--- src/rtl/shift_arbiter.sv ---
// Round-robin front end for one shared combinational shifter (SLL/SRL/SRA).
// One request is in flight at a time: IDLE grants, EXEC captures sh_z, and RESP holds the result.
module shift_arbiter #(
    parameter int N    = 32,
    parameter int SHW  = 5,
    parameter int NREQ = 4,
    parameter int IDW  = 2
) (
    input  logic                clk,
    input  logic                rst,
    input  logic [NREQ-1:0]     req_valid,
    output logic [NREQ-1:0]     req_ready,
    input  logic [2*NREQ-1:0]   req_op,
    input  logic [N*NREQ-1:0]   req_a,
    input  logic [N*NREQ-1:0]   req_b,
    output logic [1:0]          sh_op,
    output logic [N-1:0]        sh_a,
    output logic [SHW-1:0]      sh_b,
    input  logic [N-1:0]        sh_z,
    output logic                resp_valid,
    input  logic                resp_ready,
    output logic [N-1:0]        resp_data,
    output logic [IDW-1:0]      resp_id,
    output logic                resp_err,
    output logic                busy
);

    typedef enum logic [1:0] {
        ST_IDLE = 2'd0,
        ST_EXEC = 2'd1,
        ST_RESP = 2'd2
    } state_t;

    state_t             state_q, state_d;
    logic [IDW-1:0]     rr_ptr_q, rr_ptr_d;
    logic [IDW-1:0]     id_q, id_d;
    logic [1:0]         op_q, op_d;
    logic [N-1:0]       a_q, a_d;
    logic [SHW-1:0]     b_q, b_d;
    logic               resp_valid_q, resp_valid_d;
    logic [N-1:0]       resp_data_q, resp_data_d;
    logic [IDW-1:0]     resp_id_q, resp_id_d;
    logic               resp_err_q, resp_err_d;

    logic [1:0]         op_arr [NREQ];
    logic [N-1:0]       a_arr  [NREQ];
    logic [N-1:0]       b_arr  [NREQ];

    logic               grant_found;
    logic [IDW-1:0]     grant_idx;
    logic [IDW-1:0]     cand;

    for (genvar gi = 0; gi < NREQ; gi++) begin : g_unpack
        assign op_arr[gi] = req_op[2*gi +: 2];
        assign a_arr[gi]  = req_a[N*gi +: N];
        assign b_arr[gi]  = req_b[N*gi +: N];
    end

    // First pending requester after the last grant, wrapping modulo NREQ.
    always_comb begin
        grant_found = 1'b0;
        grant_idx   = '0;
        cand        = '0;
        for (int k = 1; k <= NREQ; k++) begin
            cand = IDW'((int'(rr_ptr_q) + k) % NREQ);
            if (!grant_found && req_valid[cand]) begin
                grant_found = 1'b1;
                grant_idx   = cand;
            end
        end
    end

    for (genvar gi = 0; gi < NREQ; gi++) begin : g_ready
        assign req_ready[gi] = (state_q == ST_IDLE) && !rst && grant_found
                               && (grant_idx == IDW'(gi));
    end

    always_comb begin
        state_d      = state_q;
        rr_ptr_d     = rr_ptr_q;
        id_d         = id_q;
        op_d         = op_q;
        a_d          = a_q;
        b_d          = b_q;
        resp_valid_d = resp_valid_q;
        resp_data_d  = resp_data_q;
        resp_id_d    = resp_id_q;
        resp_err_d   = resp_err_q;
        case (state_q)
            ST_IDLE: begin
                if (grant_found) begin
                    op_d     = op_arr[grant_idx];
                    a_d      = a_arr[grant_idx];
                    // Shift amount is B mod N; upper B bits never reach the shifter.
                    b_d      = SHW'(b_arr[grant_idx] % N);
                    id_d     = grant_idx;
                    rr_ptr_d = grant_idx;
                    state_d  = ST_EXEC;
                end
            end
            ST_EXEC: begin
                resp_data_d  = (op_q == 2'b11) ? a_q : sh_z;
                resp_err_d   = (op_q == 2'b11);
                resp_id_d    = id_q;
                resp_valid_d = 1'b1;
                state_d      = ST_RESP;
            end
            ST_RESP: begin
                if (resp_ready) begin
                    resp_valid_d = 1'b0;
                    state_d      = ST_IDLE;
                end
            end
            default: state_d = ST_IDLE;
        endcase
    end

    always_ff @(posedge clk) begin
        if (rst) begin
            state_q      <= ST_IDLE;
            rr_ptr_q     <= IDW'(NREQ - 1);
            id_q         <= '0;
            op_q         <= '0;
            a_q          <= '0;
            b_q          <= '0;
            resp_valid_q <= 1'b0;
            resp_data_q  <= '0;
            resp_id_q    <= '0;
            resp_err_q   <= 1'b0;
        end else begin
            state_q      <= state_d;
            rr_ptr_q     <= rr_ptr_d;
            id_q         <= id_d;
            op_q         <= op_d;
            a_q          <= a_d;
            b_q          <= b_d;
            resp_valid_q <= resp_valid_d;
            resp_data_q  <= resp_data_d;
            resp_id_q    <= resp_id_d;
            resp_err_q   <= resp_err_d;
        end
    end

    assign sh_op      = op_q;
    assign sh_a       = a_q;
    assign sh_b       = b_q;
    assign resp_valid = resp_valid_q;
    assign resp_data  = resp_data_q;
    assign resp_id    = resp_id_q;
    assign resp_err   = resp_err_q;
    assign busy       = (state_q != ST_IDLE);

endmodule

--- config.mk ---
export PLATFORM = sky130hd
export DESIGN_NAME = shift_arbiter
export DESIGN_NICKNAME = d
export VERILOG_FILES = /design/src/rtl/shift_arbiter.sv
export SDC_FILE = /design/constraint.sdc
export NUM_CORES = 1
export LEC_CHECK = 0
export BUFFER_PORTS_ARGS = -buffer_cell sky130_fd_sc_hd__buf_4
export CELL_PAD_IN_SITES_DETAIL_PLACEMENT = 1
export CELL_PAD_IN_SITES_GLOBAL_PLACEMENT = 2
export CORE_ASPECT_RATIO = 0.5
export CORE_MARGIN = 2
export CORE_UTILIZATION = 20
export CTS_BUF_LIST = sky130_fd_sc_hd__clkbuf_4 sky130_fd_sc_hd__clkbuf_8
export CTS_CLUSTER_SIZE = 8
export DETAILED_ROUTE_END_ITERATION = 10
export PLACE_DENSITY_LB_ADDON = 0.1
export SLEW_MARGIN = 20
export SYNTH_ARGS = -nofsm -noshare
export SYNTH_HDL_FRONTEND = slang
export SYNTH_SLANG_ARGS = --single-unit
export TNS_END_PERCENT = 50
--- constraint.sdc ---
create_clock -name clk -period 5.3 [get_ports clk]
set_clock_uncertainty 0.05 [all_clocks]
set_input_delay 1.06 -clock clk [delete_from_list [all_inputs] [get_ports clk]]
set_output_delay 1.06 -clock clk [all_outputs]
set_load 0.02 [all_outputs]
==> run metrics, run 1 <==
outcome complete, no violations; vias per cell between 4 and 5; initial antenna violation count 0; register bit count reported by yosys 81; Synth area leaders dfxtp_1 39%, a311oi_1 14%, nand3_1 13%; most instantiated cells after synthesis 108 x nand3_1, 81 x dfxtp_1, 80 x nor2_1, 69 x a311oi_1, 50 x clkbuf_1; Clock transition at path regs roughly 90 ps; Worst-Margin Slew between 900 and 1000 ps; post-synthesis sequential area ratio roughly two fifths; WHS 416 ps; ys async rst share 0%; r2r setup slk roughly 2700 ps; syn nets slightly above 800; clock period minus worst slack about 3400 ps; max_cap viols 0; Synth area leader dfxtp_1; Skew-Pair Late Insertion Delay 360 ps; synth unique cells 39; final WL 21200 um; CP Max Fanout 6; register area between 1500 and 2000 um2; CP Launch Type primary input; HP Class reg -> reg; synthesized area per cell around 8.0 um2; Post-synth EDFFs 0; Filler Cell Count approximately 2500; Die Width between 200 and 250 um; Crit path required time 4190 ps; H-tree levels 3; Clock Path Buffers 2; layout cells sized above 1 between 40% and 50%; Worst Hold Depth 2; # DRC 0; grt ovf 0; Critical Path AT roughly 2300 ps; final antenna-violating net count 0; first-pass GRT wire length approximately 32000 um; critical path type in -> out; num ports between 300 and 400; # setup viols final 0; drt pass-1 iters 4; Worst Reg-to-Reg Cells 6; largest net degree at the start of global routing 78; WL/cell ~21 um; Max-slew headroom approximately 33%; ANT cells 0; crit path capture type output port; Vias between 5000 and 6000; Nets approximately 1100; Final GP Congestion ~0.77; final worst-path cycle share 64.7%; CTS Hold Buffers Added 0; cell count after synthesis around 520; Primary FF master, synth dfxtp_1; setup bufs post-CTS 0; # port buffers approximately 270; RSZ-0062 raised after global routing false; IR Drop Worst-Case VDD around 190 uV; area of the multi-input gates between 2000 and 2500 um2; Hold Path Sink resp_id[1]$_SDFFE_PP0P_; synth warn 0; Worst Hold Launch id_q[1]$_SDFFE_PP0P_; Die H 106 um; Pwr Density 328 nW/um2; number of global-route vias before repair approximately 5500; post-CTS sizing 0; Area Overhead vs Synth 58.2%; Leakage between 2 and 3 nW; Std-Cell Rows 37; count leader, synth nand3_1; Core Area between 20000 and 25000 um2; FF-to-FF Start rr_ptr_q[0]$_SDFFE_PP1P_; CTS tree built; Final Hold Viols 0; CTS buffer count 9; top cell type's share of synthesized area around two fifths; clk root buf clkbuf_8; Critical R2R Capture sh_a[18]$_SDFFE_PP0P_; total track usage roughly a fifth; detailed placer's ending HPWL approximately 15000 um; max-slew violations 0; Starting Density 20.4%; fmax approximately 0.29 GHz; clk sink count 81; Mapped Area around 4200 um2; DRT iter0 DRCs 179; die area between 20000 and 25000 um2; setup TNS 0 ps
[routing by layer]
metal  GRT usage (%)  vias to the layer above  wire length (um)
met3            4.87                       17              1000
met1            24.6                     2561              9800
li1                -                     2462                 -
met2            32.4                      119             10200
met4            3.06                        0               187
met5               0                        -                 0
[cells in the final DEF, fill, tap and decap left out, types with 2 or more instances in the layout]
cell	Yosys	final
nor2b_1	5	4
o21a_1	2	2
inv_1	2	2
bufinv_16	0	2
a311oi_2	2	2
dfxtp_2	0	2
a21oi_1	9	9
clkbuf_8	0	10
a22oi_1	2	2
and2_1	3	3
a221oi_1	35	35
clkinv_2	0	2
dfxtp_1	81	79
a311oi_1	69	69
nor2_1	80	80
nand3_1	108	108
a221oi_2	2	2
nand2_1	40	39
buf_4	1	281
[state kept, by name, summed over array words and instances (netlist names)]
register	cells
state_q	2
sh_b	5
resp_valid	1
sh_a	32
id_q	2
sh_op	2
rr_ptr_q	2
resp_err	1
resp_data	32
resp_id	2
[how the worst max path moves through the flow]
stage	slack [ps]	from	depth (start not counted)	endpoint
finish	1870	req_valid[3]	6	req_ready[1]
CTS	1870	req_valid[3]	6	req_ready[1]
global placement	1880	req_valid[3]	6	req_ready[1]
floorplan	1710	req_valid[1]	7	req_ready[0]
global route	1800	req_valid[3]	6	req_ready[1]
detailed placement	1860	req_valid[3]	7	sh_a[7]$_SDFFE_PP0P_
[report_power, final]
group          leakage (nW)  internal, mW  switching [mW]
clock network         0.117         0.283           0.254
registers             0.671         0.699          0.0991
logic                  2.02         0.344           0.492
[layout make-up]
class,count,share of cell area [%]
multi-input combinational,379,35.0
sequential,81,24.5
tap,273,5.16
timing repair buffer,281,31.8
clock inverter,5,1.19
inverter,2,0.113
clock buffer,11,2.19
[stage by stage]
step / cells / utilization, % / power [mW] / cell area, um2 / setup WS [ps]
4_1_cts: 1032 / 32.2 / 2.21 / 6620 / 1870
6_report: 1032 / 32.2 / 2.17 / 6620 / 1870
3_5_place_dp: 1016 / 31.1 / 1.66 / 6390 / 1860
5_1_grt: 1032 / 32.2 / 2.31 / 6620 / 1800
3_3_place_gp: 1016 / 31.1 / 1.65 / 6390 / 1880
2_1_floorplan: 524 / - / 1.25 / 4190 / 1710
[kinds of logic (layout without fill, tap and decap cells)]
group                  count (synthesis)  after routing  synth area share [%]
buffers and inverters                 64            299                  6.84
AOI/OAI and AO/OA                    132            132                  27.1
DFF                                   81             81                  38.7
and+or+nand+nor                      247            247                  27.3
[critical path, stage by stage]
cell     delay, ps
buf_4          130
nor2b_1        160
o21a_1         290
o31a_2         360
and2_1         160
buf_4          150
No activity file was read; power rests on OpenSTA's default activity.
==> run 2: changes to the inputs <==
--- a/config.mk
+++ b/config.mk
@@ -5,12 +5,13 @@
 export SDC_FILE = /design/constraint.sdc
 export NUM_CORES = 1
 export LEC_CHECK = 0
+export ABC_AREA = 1
 export BUFFER_PORTS_ARGS = -buffer_cell sky130_fd_sc_hd__buf_4
 export CELL_PAD_IN_SITES_DETAIL_PLACEMENT = 1
 export CELL_PAD_IN_SITES_GLOBAL_PLACEMENT = 2
 export CORE_ASPECT_RATIO = 0.5
 export CORE_MARGIN = 2
-export CORE_UTILIZATION = 20
+export CORE_UTILIZATION = 18
 export CTS_BUF_LIST = sky130_fd_sc_hd__clkbuf_4 sky130_fd_sc_hd__clkbuf_8
 export CTS_CLUSTER_SIZE = 8
 export DETAILED_ROUTE_END_ITERATION = 10
==> constraint.sdc (replaced) <==
create_clock -name clk -period 3.5 [get_ports clk]
set_clock_uncertainty 0.05 [all_clocks]
set_input_delay 0.7 -clock clk [delete_from_list [all_inputs] [get_ports clk]]
set_output_delay 0.7 -clock clk [all_outputs]
set_load 0.02 [all_outputs]
==> run metrics, run 2 <==
grt ovf 0 (unchanged); Synth Area in Simple Gates 40.3% (was 27.3%); CTS buffer count 9 (unchanged); synth unique cells 23 (was 39); first-pass GRT wire length 36800 um (was 32400 um); Leakage 3.39 nW (was 2.81 nW); Final GP Congestion 0.730 (was 0.772); max-slew violations 0 (unchanged); area of the multi-input gates 2670 um2 (was 2320 um2); Synth Area in Adders 0% (unchanged); die area 27400 um2 (was 22200 um2); fmax between 0.3 and 0.4 GHz; num ports 383 (unchanged); top cell type's share of synthesized area 34.7% (was 38.7%); Synth area leaders dfxtp_1 35%, nand3_1 20%, nand2_1 9.6% (was dfxtp_1 39%, a311oi_1 14%, nand3_1 13%); outcome complete, no violations (unchanged); DRT iter0 DRCs 236 (was 179); Nets 1268 (was 1057); largest family of logic cells by synthesized area simple AND/OR/NAND/NOR gates (unchanged); clk root buf clkbuf_8 (unchanged); # setup viols final 0 (unchanged); critical path type reg -> out (was in -> out); largest net degree at the start of global routing 83 (was 78); Area Overhead vs Synth 54.5% (was 58.2%); ys async rst share 0% (unchanged); final worst-path cycle share about nine tenths; CP Launch Type flip-flop (was primary input); cell count after synthesis 726 (was 524); Critical Path Most Common Cell nand2_1 (was buf_4); final antenna-violating net count 0 (unchanged); max_cap viols 0 (unchanged); initial antenna violation count 0 (unchanged); syn nets 1029 (was 827); CTS Hold Buffers Added 0 (unchanged); RSZ-0062 raised after global routing false (unchanged); Mapped Area 4680 um2 (was 4190 um2); commonest non-fill, non-tap cell in the layout buf_4 (unchanged); CTS tree built (unchanged); Crit path required time 2750 ps (was 4190 ps); crit path capture type output port (unchanged); post-synthesis sequential area ratio 34.7% (was 38.7%); CP peak stage delay 440 ps (was 360 ps); register area 1620 um2 (about the same); Die H 118 um (was 106 um); IR Drop Worst-Case VDD 582 uV (was 185 uV); Std-Cell Rows 41 (was 37); clk sink count 81 (unchanged); Vias 5921 (was 5159); CP Cell Sequence inv_2 -> nand2_1 -> nand2_1 -> nand2_2 -> nand2_2 -> nor2_4 -> nand3b_1 -> nand2_1 -> nor2_4 -> nor3_1 -> buf_4 (was buf_4 -> nor2b_1 -> o21a_1 -> o31a_2 -> and2_1 -> buf_4); Critical Path AT 2370 ps (was 2320 ps); Synth area leader dfxtp_1 (unchanged); most instantiated cells after synthesis 188 x nand3_1, 120 x nand2_1, 89 x nor2_1, 81 x dfxtp_1, 74 x o21ai_0 (was 108 x nand3_1, 81 x dfxtp_1, 80 x nor2_1, 69 x a311oi_1, 50 x clkbuf_1); # DRC 0 (unchanged); Filler Cell Count 3204 (was 2470); count leader, synth nand3_1 (unchanged); clock period minus worst slack approximately 3100 ps; layout cells sized above 1 33.9% (was 41.5%); ANT cells 0 (unchanged); setup TNS 0 ps (unchanged); WL/cell 18.4 um (was 20.5 um); detailed placer's ending HPWL 17600 um (was 14700 um); total track usage 17.7% (was 19.0%); Synth Area in XOR/XNOR 0% (unchanged); HP Class reg -> reg (unchanged); Worst-Margin Slew 898 ps (was 998 ps); Max-slew headroom 40.1% (was 33.5%); Final Hold Viols 0 (unchanged); Post-synth EDFFs 0 (unchanged); most frequent cells in the layout 289 x buf_4, 187 x nand3_1, 119 x nand2_1, 89 x nor2_1, 80 x dfxtp_1 (was 281 x buf_4, 108 x nand3_1, 80 x nor2_1, 79 x dfxtp_1, 69 x a311oi_1); Skew-Pair Late Insertion Delay 400 ps (was 360 ps); H-tree levels 3 (unchanged); # port buffers 274 (unchanged); Die Width 232 um (was 209 um); vias per cell 4.51 (was 5.00); Util after Layout 28.5% (was 32.2%); Pwr Density 1070 nW/um2 (was 328 nW/um2); Clock transition at path regs 90 ps (about the same); register bit count reported by yosys 81 (unchanged); final WL 24200 um (was 21200 um); Core Area 25300 um2 (was 20600 um2); slowest stage cell on the critical path dfxtp_2 (was o31a_2); mux contribution to synthesized area 0% (unchanged); Starting Density 18.5% (was 20.4%); synth warn 0 (unchanged); drt pass-1 iters 4 (unchanged); Clock Path Buffers 2 (unchanged); compound-gate portion of the synthesized area 16.1% (was 27.1%); CP Max Fanout 12 (was 6); synthesized area per cell 6.44 um2 (was 7.99 um2); Primary FF master, synth dfxtp_1 (unchanged); number of global-route vias before repair 6023 (was 5485)
## run 2: cell types whose count changed after synthesis, sizes merged, moves of 4 or more
cell | previous run | this run
a21oi | 9 | 69
a221oi | 37 | 0
a311oi | 71 | 0
buf | 12 | 32
clkbuf | 50 | 30
inv | 2 | 16
nand2 | 40 | 130
nand3 | 108 | 188
nand4 | 0 | 4
nor2 | 80 | 93
nor2b | 5 | 0
o21ai | 2 | 75
## run 2: worst paths after layout
check                                               from                     to  slack, ps  cells past startpoint
worst max-delay path            rr_ptr_q[0]$_SDFFE_PP1P_           req_ready[3]        380                     11
worst min-delay path                id_q[1]$_SDFFE_PP0P_   id_q[1]$_SDFFE_PP0P_        420                      2
worst max register to register  rr_ptr_q[0]$_SDFFE_PP1P_  sh_a[20]$_SDFFE_PP0P_        860                     13
worst min register to register      id_q[1]$_SDFFE_PP0P_   id_q[1]$_SDFFE_PP0P_        420                      2
## run 2: per-stage QoR
step | cells | area (um2) | hold WS, ps | total power, mW | setup WS (ps)
floorplan | 726 | 4680 | 385 | 5.16 | 545
global placement | 1298 | 6970 | 409 | 6.95 | 587
detailed placement | 1298 | 6970 | 419 | 7.02 | 557
CTS | 1314 | 7220 | 378 | 7.99 | 118
global route | 1314 | 7230 | 395 | 8.59 | 109
finish | 1314 | 7230 | 423 | 7.76 | 378
## run 2: power breakdown
part / total [mW] / leakage [nW] / internal (mW) / switching, mW
combinational: 5.32 / 2.58 / 1.75 / 3.57
clock: 0.924 / 0.130 / 0.522 / 0.401
sequential: 1.51 / 0.671 / 1.27 / 0.242
total: 7.76 / 3.39 / 3.55 / 4.21
## run 2: critical path: cells and delay by family (launching register included)
kind,cells,cell delay (ps)
buffers and inverters,2,360
flip-flops,1,440
AND/OR/NAND/NOR,9,1170
## run 2: metal layers
| metal | part of all wire (%) | wire length (um) | GRT usage (%) |
|---|---|---|---|
| met5 | 0 | 0 | 0 |
| met1 | 43 | 10500 | 21.5 |
| met2 | 51 | 12400 | 31.3 |
| met3 | 3.7 | 885 | 4.05 |
| met4 | 1.8 | 442 | 4.53 |
## run 2: layout make-up
class	count	area share [%]
clock inverters	4	1.37
well taps	344	5.96
clock buffers	12	2.20
inverters	16	0.831
repair buffers	290	30.3
flip-flops and latches	81	22.5
multi-input cells	567	36.9
## run 2: logic make-up after synthesis
| family | after synthesis |
|---|---|
| flops | 81 |
| compound gates | 147 |
| simple gates | 420 |
| buf+inv | 78 |
## run 2: repair_timing
item	in CTS	in global routing
setup endpoints to repair	0	3
setup buffers	0	0
resized for setup	0	1
